`config.mk`:
```
export PLATFORM = sky130hd
export DESIGN_NAME = param_seq_detect
export DESIGN_NICKNAME = d
export VERILOG_FILES = /design/src/rtl/param_seq_detect.sv
export SDC_FILE = /design/constraint.sdc
export NUM_CORES = 1
export LEC_CHECK = 0
export CAP_MARGIN = 0
export CORE_ASPECT_RATIO = 1.4
export CORE_MARGIN = 5
export CORE_UTILIZATION = 38
export CTS_CLUSTER_DIAMETER = 60
export DETAILED_ROUTE_END_ITERATION = 10
export PLACE_DENSITY_LB_ADDON = 0.25
export SYNTH_ARGS = -nofsm -noshare
export SYNTH_HDL_FRONTEND = slang
export SYNTH_SLANG_ARGS = --single-unit
```
`constraint.sdc`:
```
create_clock -name clk -period 5 [get_ports clk]
set_input_delay 1 -clock clk [delete_from_list [all_inputs] [get_ports clk]]
set_output_delay 1 -clock clk [all_outputs]
set_load 0.01 [all_outputs]
```
`src/rtl/param_seq_detect.sv`:
```
// Runtime-programmable serial bit-pattern detector.
// Sliding history window, overlap select, saturating match counter.
module param_seq_detect #(
   parameter int MAX_LEN = 8,
   parameter int LEN_W = $clog2(MAX_LEN + 1),
   parameter int CNT_W = 8,
   parameter logic [MAX_LEN-1:0] DEF_PATTERN = MAX_LEN'(8'b0000_1101),
   parameter int DEF_LEN = 4,
   parameter bit DEF_OVERLAP = 1'b1
) (
   input  logic             clk,
   input  logic             reset,
   input  logic             cfg_we,
   input  logic [MAX_LEN-1:0] cfg_pattern,
   input  logic [LEN_W-1:0] cfg_len,
   input  logic             cfg_overlap,
   input  logic             cnt_clr,
   input  logic             in_valid,
   input  logic             data,
   output logic             match,
   output logic [CNT_W-1:0] match_count,
   output logic             cfg_err
);

   localparam logic [LEN_W-1:0] FULL = LEN_W'(MAX_LEN);
   localparam logic [LEN_W:0]   ONE  = (LEN_W + 1)'(1);

   logic [MAX_LEN-1:0] pattern;
   logic [LEN_W-1:0]   len;
   logic               overlap;
   logic [MAX_LEN-1:0] hist;
   logic [LEN_W-1:0]   fill;

   logic [MAX_LEN:0]   window;
   logic [MAX_LEN:0]   mask;
   logic [LEN_W-1:0]   fill_inc;
   logic               len_ok;
   logic               fill_ok;
   logic               hit;
   logic               accept;
   logic               do_match;

   // Compare the newest len bits (history plus incoming bit) against the pattern
   always_comb begin
      window   = {hist, data};
      mask     = '0;
      for (int i = 0; i <= MAX_LEN; i++) begin
         mask[i] = (i < int'(len));
      end
      len_ok   = (cfg_len != '0) && (cfg_len <= FULL);
      fill_ok  = ({1'b0, fill} + ONE) >= {1'b0, len};
      hit      = ((window ^ {1'b0, pattern}) & mask) == '0;
      accept   = in_valid & ~cfg_we;
      do_match = accept & fill_ok & hit;
      fill_inc = (fill == FULL) ? fill : fill + LEN_W'(1);
   end

   // Configuration, history, pulses and counter share one register process
   always_ff @(posedge clk or negedge reset) begin
      if (!reset) begin
         pattern     <= DEF_PATTERN;
         len         <= LEN_W'(DEF_LEN);
         overlap     <= DEF_OVERLAP;
         hist        <= '0;
         fill        <= '0;
         match       <= 1'b0;
         cfg_err     <= 1'b0;
         match_count <= '0;
      end else begin
         match   <= 1'b0;
         cfg_err <= 1'b0;
         if (cfg_we) begin
            if (len_ok) begin
               pattern <= cfg_pattern;
               len     <= cfg_len;
               overlap <= cfg_overlap;
               hist    <= '0;
               fill    <= '0;
            end else begin
               cfg_err <= 1'b1;
            end
         end else if (in_valid) begin
            hist  <= {hist[MAX_LEN-2:0], data};
            match <= do_match;
            if (do_match && !overlap) begin
               fill <= '0;
            end else begin
               fill <= fill_inc;
            end
         end
         if (cnt_clr) begin
            match_count <= '0;
         end else if (do_match && !(&match_count)) begin
            match_count <= match_count + CNT_W'(1);
         end
      end
   end

endmodule

```
== Yosys cells after proc, flatten, opt, wreduce, memory -nomap -nowiden ==
Cells that the tools add are included.
W data, S select, Z words.

* Register bits: 35
* Latch bits: 0
* Memory bits (writable): 0
* ROM bits: 0
* Bits of input ports: 19
* Output and inout port bits: 10
* Memories kept: 0

* Add/subtract/negate cells: 3
* Multipliers: 0
* Divide/modulo/power cells: 0
* Magnitude comparators: 11
* Eq/ne operators: 3
* Shifts and indexed selects: 0
* Muxes and demuxes: 14
* Bitwise logic cells: 6
* Reductions and logical operators: 13

{| class="wikitable"
|+ Operators with widths
! cell !! number
|-
| $mux W8 || 5
|-
| $mux W4 || 5
|-
| $lt A3 B4 Y1 const A || 4
|-
| $and A9 B9 Y9 || 1
|-
| $logic_not A9 Y1 || 1
|-
| $xor A9 B8 Y9 || 1
|-
| $add A8 B1 Y8 const B || 1
|-
| $lt A1 B4 Y1 const A || 2
|-
| $lt A2 B4 Y1 const A || 2
|-
| $reduce_and A8 Y1 || 1
|-
| $add A4 B1 Y5 const B || 1
|-
| $ge A5 B4 Y1 || 1
|-
| $add A4 B1 Y4 const B || 1
|-
| $eq A4 B4 Y1 const B || 1
|-
| $le A4 B4 Y1 const B || 1
|-
| $lt A4 B4 Y1 const A || 1
|-
| $mux W1 || 4
|-
| $reduce_and A2 Y1 || 2
|-
| $reduce_bool A2 Y1 || 2
|-
| $reduce_bool A4 Y1 || 1
|-
| $and A1 B1 Y1 || 3
|-
| $logic_and A1 B1 Y1 || 3
|-
| $ne A3 B2 Y1 const B || 1
|-
| $reduce_and A3 Y1 || 1
|-
| other kinds (3) || 4
|}

== Logic depth before layout (Yosys ltp) ==
* Depth in word-level cells: 8
* Gate-level depth with buffers: 10
* Gate-level depth less buffers: 9

== Least setup slack after synthesis ==
No wires, ideal clock.

* Path kind: input to register
* Start: input port cfg_we
* End: register match_count[7]
* Library setup time: 78 ps
* Arrival: 2457 ps
* Required time: 4922 ps
* Slack: 2465 ps
* Stages: 7
* Path through: nand2b_1 > clkbuf_8 > nor4_2 > nand4_1 > buf_4 > or4_1 > a21oi_1

* Longest elaborated chain between the ends: 6

{| class="wikitable"
|+ Ends and longest elaborated chain
! what !! line !! RTL
|-
| start, declared || 13 || <nowiki>input logic cfg_we,</nowiki>
|-
| $not A1 Y1 || 53 || <nowiki>accept = in_valid & ~cfg_we;</nowiki>
|-
| $and A1 B1 Y1 || 53 ||
|-
| $and A1 B1 Y1 (2 in series) || 54 || <nowiki>do_match = accept & fill_ok & hit;</nowiki>
|-
| $logic_and A1 B1 Y1 || 93 || <nowiki>end else if (do_match && !(&match_count)) begin</nowiki>
|-
| $reduce_bool A2 Y1 (no line) || - ||
|-
| end signal, assigned || 94 || <nowiki>match_count <= match_count + CNT_W'(1);</nowiki>
|-
| end, declared || 21 || <nowiki>output logic [CNT_W-1:0] match_count,</nowiki>
|}

No other way between the ends.
A chain may end at the register's enable or synchronous reset.

== Worst setup path after layout ==
Ends and elaborated chain as after synthesis.

==> results.md <==
- Sequential share of power: 0.465
- Fill count: around 460
- PortBufs: 28
- Iteration-0 DRC Markers: 59
- Crit path arrival time: 3370 ps
- Layout Cells excl Fill: 280
- Root buf cell: clkbuf_8
- Vias in the first global route: about 1.4k
- FF+latch count, synth: 35
- Setup crit end kind: flop
- Fmax: about 320 MHz
- Inst Count DP: 272
- Combinational group share of total power: 0.187
- Compound-cell area share of the yosys netlist: 0.0936
- Die footprint: 6490 sq um
- Antenna cells: 0
- Peak VDD IR: 153 uV
- Ys async rst share: 1.00
- Most used DFF post-synth: dfrtp_1
- Die extent in x: about 70 microns
- Mapped Nets: about 210
- Synthesis Warnings: 0
- Sw frac: 0.263
- Skew-Pair Late Insertion Delay: 290 ps
- Core area: approximately 4800 sq um
- Simple-Gate Fraction of Synth Area: 0.208
- Required @ worst endpoint: approximately 5200 ps
- RSZ-0062 raised after global routing: no
- PostCTS Resize Cnt: 0
- Area growth from synthesis to layout: 23.6%
- Cell Rows: 30
- Setup CP Type: in -> reg
- CP startpoint kind: primary input
- Nets: 241
- Post-synth cell types: approximately 40
- PwrDens: 323 nW/um^2
- Worst-path clk slew: ~70 ps
- Leakage Power: a little over 1 nW
- Status: complete, no violations
- Minimum clock period: about 3200 ps
- Post-Synth XOR/XNOR Area: 0.0631
- First-pass GRT wire length: around 6000 microns
- Multi-input logic area: 931 sq um
- Grt ovf: 0
- Largest family of logic cells by synthesized area: simple AND/OR/NAND/NOR gates
- Vias per inst: about 5.1
- Hold slack: ~500 ps
- Cell count after synthesis: about 190
- Final worst-path cycle share: 0.632
- Max cap viols: 0
- Total track usage: 0.118
- Least-Margin Pin Slew: 887 ps
- NetSw: approximately 0.20 mW
- Io pins: 29
- Setup_tns: 0 ps
- Die Height: roughly 93 microns
- Post-route cell area: approximately 2300 sq um
- Max-slew violations: 0
- Layout cells sized above 1: 0.102
- Adder-cell area share of the yosys netlist: 0.0465
- Final setup fails: 0
- Max Buffers Root-to-Sink: 2
- First-pass DRT Iterations: 4
- Initial antenna violation count: 0
- Clock share of power: 0.348
- Post-DP HPWL: approximately 2600 microns
- Routed via count: around 1.4k
- Post-route antenna net violation count: 0
- Clock Skews: 7.60 ps
- Most common cell after layout, fill and taps aside: dfrtp_1
- Postcts setup bufs: 0
- Most frequent cells in the layout: dfrtp_1, clkdlybuf4s50_1, nand2_1, nand3_1, mux2_1
- CTS sink cnt: 35
- Int Power: around 0.55 mW
- R2r worst-path depth: 9
- DRC: 0
- WL per Instance: 12.4 microns
- Placed Area: 2210 sq um
- Routability cong.: between 0.7 and 0.8
- Total CTS buffers: 5
- Largest net degree at the start of global routing: 36
- Mux share of post-synthesis cell area: 0.0830
- Number of flops mapped to enable cells by yosys: 0
- Hold-fix buffers, CTS: 0
- Final Hold Fails: 0
- Synthesized area: about 1900 sq um
- Max transition margin: 0.407
- Register area: around 900 sq um
- Crit path max fanout: 11
- Syn_area_per_cell: slightly above 10 sq um
- Worst Hold Depth: 2
- H-Tree Depth: 2
- Final wirelength: ~3500 microns
- Worst Hold Class: reg -> reg
- Sequential element share of the synthesized area: 0.468
- Effective utilization at floorplan: 0.389
- CTS tree: yes
## cell usage after synthesis (3+ instances only)
cell type  instances  area share
ha_1               7       0.046
mux2_1            13       0.078
nand3_1           16       0.042
nand2b_1           4       0.013
o21ai_1            6       0.016
dfstp_2            5       0.070
a21oi_1           10       0.027
xnor2_1            7       0.033
nand2_1           26       0.052
nor2b_1            7       0.023
xnor2_2            3       0.026
dfrtp_1           30        0.40
or4_1              3       0.012
inv_1              6       0.012
nor2_1             8       0.016
## sequential cells by signal, indices dropped and copies added, names as in the netlist
signal,count
match,1
cfg_err,1
pattern,8
len,4
overlap,1
hist,8
fill,4
match_count,8
## power groups by stage
stage	registers [mW]	clock network, mW	logic [mW]
global placement	0.354	0	0.141
global route	0.355	0.283	0.161
finish	0.350	0.262	0.140
CTS	0.350	0.270	0.144
floorplan	0.346	0	0.103
detailed placement	0.355	0	0.143
## metrics by stage
step	setup WS, ps	utilization	power [mW]
after floorplan	2470	-	0.450
after global placement	1570	0.457	0.496
after detailed placement	1540	0.457	0.498
after CTS	1840	0.481	0.764
after global routing	1670	0.481	0.799
final	1840	0.481	0.752
## worst max-delay path: stages
cell and delay (ps):
clkdlybuf4s50_1 490, nand2b_1 360, nor4_2 380, nand4_1 400, or4_1 600, a21oi_1 150
## layer usage
| layer | vias to the layer above | part of all wire | global-route usage |
|---|---|---|---|
| li1 | 707 | - | - |
| met1 | 699 | 0.42 | 0.121 |
| met2 | 25 | 0.51 | 0.212 |
| met3 | 8 | 0.047 | 0.0376 |
| met4 | 0 | 0.028 | 0.0651 |
| met5 | - | 0 | 0 |
## path summary, 6_finish.rpt
path	startpoint	to	slack (ps)
worst min register to register	hist[7]$_DFFE_PN0P_	hist[7]$_DFFE_PN0P_	500
min in group asynchronous	reset	match_count[3]$_DFFE_PN0P_	1110
worst min-delay path	hist[7]$_DFFE_PN0P_	hist[7]$_DFFE_PN0P_	500
worst max-delay path	cfg_we	match_count[7]$_DFFE_PN0P_	1840
worst max register to register	fill[0]$_DFFE_PN0P_	match_count[7]$_DFFE_PN0P_	2260
max in group asynchronous	reset	overlap$_DFFE_PN1P_	3540
## area by class of cell
class,instances,share of cell area
repair buffers,30,0.127
multi-input cells,137,0.400
inverters,6,0.00967
clock inverters,2,0.0150
well taps,64,0.0344
flip-flops and latches,35,0.379
clock buffers,6,0.0355
## cells by family after synthesis
kind of cell,Yosys count
XOR/XNOR,11
adder cells (fa/ha/maj),7
buffers and inverters,13
flip-flops,35
multiplexers,14
AO/OA/AOI/OAI,28
AND/OR/NAND/NOR,77
Power figures use the tool's default switching activity.
